**src/rtl/bpsk_modulator.sv**
```systemverilog
// bpsk_modulator: LSB-first BPSK sine modulator (clk, arst, en, in word -> registered offset-binary signal_out)
module bpsk_modulator #(
  parameter int SINE_WIDTH = 12,
  parameter int DATA_WIDTH = 8
) (
  input  logic                  clk,
  input  logic                  arst,
  input  logic                  en,
  input  logic [DATA_WIDTH:0]   in,
  output logic [SINE_WIDTH-1:0] signal_out
);
  localparam int N = 2 ** DATA_WIDTH;
  localparam int SW = $clog2(DATA_WIDTH + 1);
  localparam logic [SINE_WIDTH-1:0] MID = {1'b1, {(SINE_WIDTH-1){1'b0}}};
  localparam logic [DATA_WIDTH-1:0] HALF = {1'b1, {(DATA_WIDTH-1){1'b0}}};
  function automatic logic [SINE_WIDTH-1:0] lut_val(input int k);
    real a, s;
    int r;
    a = 2.0 ** (SINE_WIDTH - 1) - 1.0;
    s = a * $sin(2.0 * 3.14159265358979323846 * k / N);
    r = s >= 0.0 ? $rtoi(s + 0.5) : -$rtoi(0.5 - s);
    return SINE_WIDTH'(2 ** (SINE_WIDTH - 1) + r);
  endfunction
  logic [SINE_WIDTH-1:0] lut [N];
  for (genvar k = 0; k < N; k++) begin : g_lut
    assign lut[k] = lut_val(k);
  end
  logic [DATA_WIDTH-1:0] sine_cnt, idx;
  logic [SW-1:0]         sel_cnt;
  logic [DATA_WIDTH:0]   sel, w;
  logic                  b;
  always_comb begin
    w   = (sine_cnt == '0 && sel_cnt == '0) ? in : sel;
    b   = w[sel_cnt];
    idx = b ? sine_cnt : sine_cnt + HALF;
  end
  always_ff @(posedge clk or posedge arst)
    if (arst) begin
      sine_cnt   <= '0;
      sel_cnt    <= '0;
      sel        <= '0;
      signal_out <= MID;
    end else if (en) begin
      signal_out <= lut[idx];
      sel        <= w;
      sine_cnt   <= sine_cnt + 1'b1;
      if (&sine_cnt) sel_cnt <= (sel_cnt == SW'(DATA_WIDTH)) ? '0 : sel_cnt + 1'b1;
    end
endmodule

```
**config.mk**
```make
export PLATFORM = sky130hd
export DESIGN_NAME = bpsk_modulator
export DESIGN_NICKNAME = d
export VERILOG_FILES = /design/src/rtl/bpsk_modulator.sv
export SDC_FILE = /design/constraint.sdc
export NUM_CORES = 1
export LEC_CHECK = 0
export ABC_AREA = 1
export CAP_MARGIN = 20
export CORE_MARGIN = 2
export CORE_UTILIZATION = 35
export CTS_CLUSTER_DIAMETER = 100
export DETAILED_ROUTE_END_ITERATION = 12
export PLACE_DENSITY = 0.47
export SYNTH_ARGS = -nofsm -noshare
export SYNTH_HDL_FRONTEND = slang
export SYNTH_SLANG_ARGS = --single-unit
export TNS_END_PERCENT = 5
```
**constraint.sdc**
```tcl
create_clock -name clk -period 6.8 [get_ports clk]
set_input_delay 1.36 -clock clk [delete_from_list [all_inputs] [get_ports clk]]
set_output_delay 1.36 -clock clk [all_outputs]
set_load 0.02 [all_outputs]
```
# Yosys cells after proc, flatten, opt, wreduce, memory -nomap -nowiden
# Memory sizes are Yosys's and may differ from the RTL's. A register that Yosys moved wholly into a read port is not among the register bits.
# Cells that the tools add are included.
totals:
  n_memories: 1
  ramBits: 0
  in_bits: 12
  reg_bits: 21
  romBits: 3072
  latch_bits: 0
  word_cells: 19
  output_inout_bits: 12
mem_list:
  columns: ["name", "depth", "word_bits", "read_ports", "rd_clocked_by_memory_dff", "wr", "line_no", "source"]
  rows:
  - ["(no name shown)", 256, 12, 1, 1, 0, "44", "signal_out <= lut[idx];"]
classes:
  eq_ne: 1
  n_bitwise: 1
  div: 0
  n_mul: 0
  n_addsub: 3
  order_cmp: 1
  shift: 0
  n_reduce_logical: 4
  muxes: 5
ops:
  columns: ["cell", "count"]
  rows:
  - ["2-to-1 mux 9 bit", 1]
  - ["NOT 8 -> 9 bit", 1]
  - ["AND reduction 9 bit", 1]
  - ["adder 8 x 1 -> 8 bit, second input constant", 1]
  - ["adder 8 bit, second input constant", 1]
  - ["zero test 8 bit", 1]
  - ["2-to-1 mux 8 bit", 1]
  - ["< comparator 4 x 5 -> 1 bit, second input constant", 1]
  - ["adder 4 x 1 -> 4 bit, second input constant", 1]
  - ["binary-select mux 1 bit (select 4 bit)", 1]
  - ["equality test 4 bit, second input constant", 1]
  - ["zero test 4 bit", 1]
  - ["2-to-1 mux 4 bit", 1]
  - ["logical AND 1 bit", 1]
  - ["2-to-1 mux 1 bit", 1]

# Logic depth before layout (Yosys ltp)
# Gate-level depths: netlist (run 1).
depth:
  ltp_word: 7
  depth_mapped: 17
  mapped_depth_nobuf: 15

# Worst setup path after synthesis (run 1)
# OpenSTA, ideal clock, no wires.
synth_timing:
  path_kind: "register -> register"
  start: "register sine_cnt[1]"
  end: "register signal_out[8]"
  arrival_ps: 2398
  synth_period_minus_slack_ps: 2516
  n_path_buf: 3
  required_ps: 6683
  path_slack_ps: 4284
  setup_time_ps: 117
  path_stages_with_launch: 17
  path_cell_list: "dfrtp_1 > clkbuf_1 > inv_1 > ha_1 > nand2_2 > nor2_2 > buf_4 > nand3_1 > nand3_1 > nand2_1 > o21ai_2 > nand3_1 > nand3_1 > buf_4 > nand3_1 > nand3_1 > nand2_1"
synth_between:
  elab_chain_len: 7
  word_cells_on_any_way: 8
  classes_between: "add/sub: 1; mux: 4; bitwise: 1; reduce/logical: 2"
synth_lines:
  columns: ["item", "line_no", "source"]
  rows:
  - ["start: declaration", "28", "logic [DATA_WIDTH-1:0] sine_cnt, idx;"]
  - ["start signal: assignment", "46", "sine_cnt <= sine_cnt + 1'b1;"]
  - ["zero test 8 bit", "33", "w = (sine_cnt == '0 && sel_cnt == '0) ? in : sel;"]
  - ["logical AND 1 bit", "33", null]
  - ["2-to-1 mux 9 bit", "33", null]
  - ["binary-select mux 1 bit (select 4 bit)", "34", "b = w[sel_cnt];"]
  - ["2-to-1 mux 1 bit (implied by the code)", "34", null]
  - ["2-to-1 mux 8 bit (*)", "35", "idx = b ? sine_cnt : sine_cnt + HALF;"]
  - ["NOT 8 -> 9 bit (implied by the code) (*)", "44", null]
  - ["end: declaration", "10", "output logic [SINE_WIDTH-1:0] signal_out"]
# Mark *: on every way between the ends. The rest lies on a longest branch, timed or not. The select of a mux whose other input is x is not followed.
# A chain may end at the register's enable or synchronous reset.

# Worst setup path after layout (run 1)
layout_timing:
  start: "register sine_cnt[1]"
  end: "register signal_out[9]"
# Same word-level chain as after synthesis.

==> results of run 1 <==
Yosys cell counts, drive strengths merged:
| cell type | n |
|---|---|
| dfrtp | 32 |
| o221ai | 5 |
| o2111ai | 6 |
| a41oi | 1 |
| a21boi | 1 |
| and3 | 1 |
| ha | 18 |
| nand4 | 4 |
| a311oi | 1 |
| o22ai | 10 |
| nor4 | 2 |
| nor3 | 10 |
| a31oi | 19 |
| nand3 | 90 |
| clkbuf | 21 |
| nor2 | 76 |
| o211ai | 11 |
| o21ai | 87 |
| a32o | 1 |
| a22oi | 3 |
| inv | 66 |
| a21o | 1 |
| xor2 | 5 |
| a21oi | 57 |
| nand2 | 186 |
| dfstp | 1 |
| nand3b | 2 |
| o41ai | 1 |
| buf | 24 |
| clkinv | 1 |
| a211oi | 6 |
| o31ai | 5 |
| o311ai | 3 |
layer usage:
layer / wire [um] / part of all wire [%]
met5: 0 / 0
met4: 1100 / 5.2
met3: 2900 / 14
met2: 8730 / 41
met1: 8490 / 40
per-stage QoR:
stage | hold slack [ps] | instances | setup WS, ps
after floorplan | 513 | 757 | 4280
after global placement | 463 | 912 | 3140
after detailed placement | 466 | 913 | 3160
after CTS | 481 | 921 | 3130
after global routing | 510 | 921 | 2750
final | 476 | 921 | 3050
logic make-up (layout without fill, tap and decap cells):
kind of cell,Yosys count,in the layout,share of synthesized area (%)
AOI/OAI and AO/OA,218,218,28.8
xor gates and xnor gates,5,5,0.995
adders and majority gates,18,18,5.12
buffers and inverters,112,108,10.5
DFF,33,33,18.8
and+or+nand+nor,371,371,35.8
state kept, by name, summed over array words and instances (netlist names):
name,flops
sel,9
sel_cnt,4
signal_out,12
sine_cnt,8
worst paths after layout:
kind                                                    to  depth (start not counted)                 startpoint  slack (ps)
worst max-delay path             signal_out[9]$_DFFE_PP0P_                         14    sine_cnt[1]$_DFFE_PP0P_        3050
worst min-delay path             signal_out[9]$_DFFE_PP0P_                          2  signal_out[9]$_DFFE_PP0P_         480
worst max register to register   signal_out[9]$_DFFE_PP0P_                         14    sine_cnt[1]$_DFFE_PP0P_        3050
worst min register to register   signal_out[9]$_DFFE_PP0P_                          2  signal_out[9]$_DFFE_PP0P_         480
max in group asynchronous       signal_out[11]$_DFFE_PP1P_                          3                       arst        4980
min in group asynchronous          sine_cnt[6]$_DFFE_PP0P_                          3                       arst        1470
worst register-to-register path: stages, from the launching register on:
cell and delay [ps]:
dfrtp_1 570, inv_1 470, ha_1 380, nand2_2 170
nor2_2 470, nand2_2 240, nand2_1 140, nand3_1 80
nand2_1 80, o21ai_1 110, nand3_1 130, nand3_1 410
nand3_1 260, nand3_1 100, nand2_1 70
area by class of cell:
class	instances	area [um2]	area share, %
clock buffer	8	146	3.01
tap	168	210	4.33
multi-input combinational	612	3110	64.1
inverter	67	251	5.18
sequential	33	827	17.0
timing repair buffer	33	309	6.36
==> out/qor.csv, run 1 <==
metric,value,unit
syn_area,4400,um2
ys_seq_elements,33,
ant_nets,0,
grt_use_total,31.6,%
synthCells,757,
drv_cap,0,
tns,0,ps
final_cell_mix,"nand2_1 (183), nand3_1 (88), o21ai_0 (80)",
fin_area,4860,um2
cts_sinks,33,
syn2layout_area_growth,10.4,%
finalSetupViolCount,0,
dp_hpwl,15100,um
path_clk_slew,50,ps
layout_commonest_cell,nand2_1,
std_cell_rows,40,
n_antenna_cell,0,
cp_common_cell,nand3_1,
arrival,3960,ps
cp_slowest_cell,dfrtp_1,
core_area,12200,um2
yosysUniqueCellTypes,44,
utilization,39.9,%
worstPathRequired,7010,ps
synthesis.yosys.warnings,0,
gp_congestion,1.08,
synth_top_area_share,18.2,%
drcViolationCount,0,
post_drt_wl_per_cell,23.0,um
critPathCaptureType,flip-flop,
clock_skew,6.69,ps
yosys.area.top_type,dfrtp_1,
hold_path_class,flip-flop to flip-flop,
die_y,116,um
path_cells,inv_1 > ha_1 > nand2_2 > nor2_2 > nand2_2 > nand2_1 > nand3_1 > nand2_1 > o21ai_1 > nand3_1 > nand3_1 > nand3_1 > nand3_1 > nand2_1,
maxSlewHeadroom,31.1,%
synthTopCellsByArea,"dfrtp_1 (18%), nand2_1 (16%), nand3_1 (10%)",
htree_levels,2,
grtUsageMet1,44.1,%
io_buffers,23,
start_util,36.2,%
avgSynthCellArea,5.81,um2
viasPerCell,6.43,
grt_pass1_vias,5450,
yosysSeqAreaShare,18.8,%
fmax,0.267,GHz
antenna_found_initial,0,
met2_usage,45.2,%
die-width,116,um
post-route-period-util,55.1,%
grt_pass1_wl,32100,um
use_met3,8.82,%
cp-start-kind,flip-flop,
drt_wl_total,21200,um
rsz0062_at_grt,no,
status,finished clean,
ctsResizeCount,0,
synth_nets,787,
path_delay_family,simple AND/OR/NAND/NOR gates,
grt_max_degree,57,
firstDrtPassIters,6,
cts_buffers,5,
critPathKind,flip-flop to flip-flop,
cts_tree,yes,
cts_setup_buffers,0,
fill_cells,1372,
grt_remaining_overflow,0,
clk_path_buf_depth,2,
worst_slew_pin_slew,1030,ps
crit_fanout,13,
drive_gt1_share,3.85,%
dpl_cell_area,4710,um2
die_area,13500,um2
slowest_delay,570,ps
clk_latency,280,ps
layout.nets,782,
crit_buf_inv,1,
holdBufCountCts,0,
num_vias,5918,
grt.busiest_layer,met2,
min_period,3750,ps
hold_viol_final,0,
root_buffer,clkbuf_16,
pin_count,24,
timing_max_transition_violations_final,0,
drt_iter0_markers,980,
Power of run 1 is not shown: default switching activity piles up to over one toggle a cycle in this logic, so the estimate is an artifact.
==> inputs of run 2 (changes only) <==
Settings changed: PLACE_DENSITY 0.47 to 0.49.
Clock period 6.8 ns to 3.1 ns, I/O delays scaled along.
==> run 2 against run 1 <==
Net effect: fmax is 30% higher; global-route usage is 2.0 points higher; first-iteration DRC count increased by 10%; critical path type unchanged; worst hold slack gained 0.57 ps; cell area grew 4.0%.
==> out/qor.csv, run 2 (same netlist as run 1, synthesis figures left out) <==
metric,value,unit,change
cp-start-kind,flip-flop,,
n_antenna_cell,0,,unchanged
clk_path_buf_depth,2,,unchanged
cts_tree,yes,,
grt_use_total,33.6,%,+2.0 points
core_area,12200,um2,unchanged
std_cell_rows,40,,unchanged
timing_max_transition_violations_final,0,,unchanged
grt_remaining_overflow,0,,unchanged
die_y,116,um,unchanged
viasPerCell,6.35,,-1.2%
drive_gt1_share,7.46,%,+3.6 points
layout.nets,807,,+3.2%
arrival,3040,ps,-920 ps
clock_skew,4.54,ps,-2.15 ps
critPathKind,flip-flop to flip-flop,,
hold_viol_final,0,,unchanged
drt_wl_total,22300,um,+4.9%
final_cell_mix,"nand2_1 (183), nand3_1 (86), o21ai_0 (80)",,
die_area,13500,um2,unchanged
min_period,2880,ps,-869 ps
crit_fanout,11,,-2
wl_met3,2720,um,-6.1%
worst_slew_pin_slew,715,ps,-319 ps
firstDrtPassIters,6,,unchanged
htree_levels,2,,unchanged
post-route-period-util,92.8,%,+38 points
drv_cap,0,,unchanged
fmax,0.347,GHz,+30%
maxSlewHeadroom,51.8,%,+21 points
cts_setup_buffers,0,,unchanged
num_vias,6005,,+1.5%
cts_buffers,5,,unchanged
gp_congestion,1.09,,+0.49%
stdcell_count,946,,+2.7%
root_buffer,clkbuf_16,,
clk_latency,270,ps,about the same
rsz0062_at_grt,no,,
syn2layout_area_growth,14.8,%,
finalSetupViolCount,0,,unchanged
grt_pass1_vias,5628,,+3.3%
placedCellCount,938,,+2.7%
holdWs,477,ps,+0.573 ps
path_clk_slew,50,ps,about the same
antenna_found_initial,0,,unchanged
post-place-ws,73.6,ps,-3090 ps
cts_sinks,33,,unchanged
largest_reg_flops,12,,unchanged
drcViolationCount,0,,unchanged
hold_path_class,flip-flop to flip-flop,,
top_regs,"signal_out: 12 flops, sel: 9 flops, sine_cnt: 8 flops",,
critPathCaptureType,flip-flop,,
worstPathRequired,3260,ps,-3750 ps
start_util,36.2,%,unchanged
grt_pass1_wl,34100,um,+6.0%
pin_count,24,,unchanged
fin_ws,222,ps,-2830 ps
top_register,signal_out,,
wl_met2,9030,um,+3.5%
io_buffers,23,,unchanged
drt_iter0_markers,1078,,+10%
post_drt_wl_per_cell,23.5,um,+2.2%
die-width,116,um,unchanged
ant_nets,0,,unchanged
dr.max_layer_used,met4,,
dp_hpwl,16700,um,+11%
wl_met1,9220,um,+8.7%
tns,0,ps,unchanged
grt_max_degree,37,,-35%
status,finished clean,,
layout_commonest_cell,nand2_1,,
[run 2: changes by cell type in the layout (fill, tap and decap cells not counted), moves of 2 or more]
| cell | change |
|---|---|
| nand3_1 | -2 |
| clkinv_2 | +2 |
| nand3_2 | +2 |
| buf_4 | +25 |
[run 2: repair_timing]
action                                  in CTS  in global routing
endpoints found under the setup margin       0                 12
resized for setup                            0                  3
hold buffers                                 0                  0
[run 2: per-stage QoR]
stage               area, um2  utilization, %
CTS                      5040            41.4
global route             5050            41.6
floorplan                4400               -
global placement         4890            40.2
finish                   5050            41.6
detailed placement       4900            40.3
[run 2: metal layers]
layer / vias to the layer above / global-route usage [%]
met2: 483 / 47.3
met3: 93 / 7.01
met4: 0 / 16.0
met1: 2771 / 48.6
met5: - / 0
li1: 2658 / -
[run 2: area by class of cell]
cell class | instances | area (um2)
clock buffers | 6 | 129
clock inverters | 2 | 10.0
fillers | 1326 | 7110
inverters | 67 | 251
multi-input cells | 612 | 3130
flip-flops and latches | 33 | 828
well taps | 168 | 210
repair buffers | 58 | 497
[run 2: worst paths after layout]
| path | start | end | slack [ps] | cells past startpoint |
|---|---|---|---|---|
| hold / removal | signal_out[4]$_DFFE_PP0P_ | signal_out[4]$_DFFE_PP0P_ | 480 | 2 |
| max in group asynchronous | arst | signal_out[11]$_DFFE_PP1P_ | 2010 | 3 |
| setup reg to reg | sine_cnt[1]$_DFFE_PP0P_ | signal_out[2]$_DFFE_PP0P_ | 220 | 10 |
| setup / recovery | sine_cnt[1]$_DFFE_PP0P_ | signal_out[2]$_DFFE_PP0P_ | 220 | 10 |
| hold reg to reg | signal_out[4]$_DFFE_PP0P_ | signal_out[4]$_DFFE_PP0P_ | 480 | 2 |
| min in group asynchronous | arst | signal_out[1]$_DFFE_PP0P_ | 760 | 3 |
[run 2: critical path, stage by stage (launching register included)]
cell      delay (ps)
dfrtp_1          370
inv_1            280
ha_1             400
nand2_1          420
a21oi_1          240
o311ai_1         400
nand2_1          180
nor2_1           210
nand3_1          120
nand3_1           90
nand2_1           50
Power of run 2 is left out for the same reason.
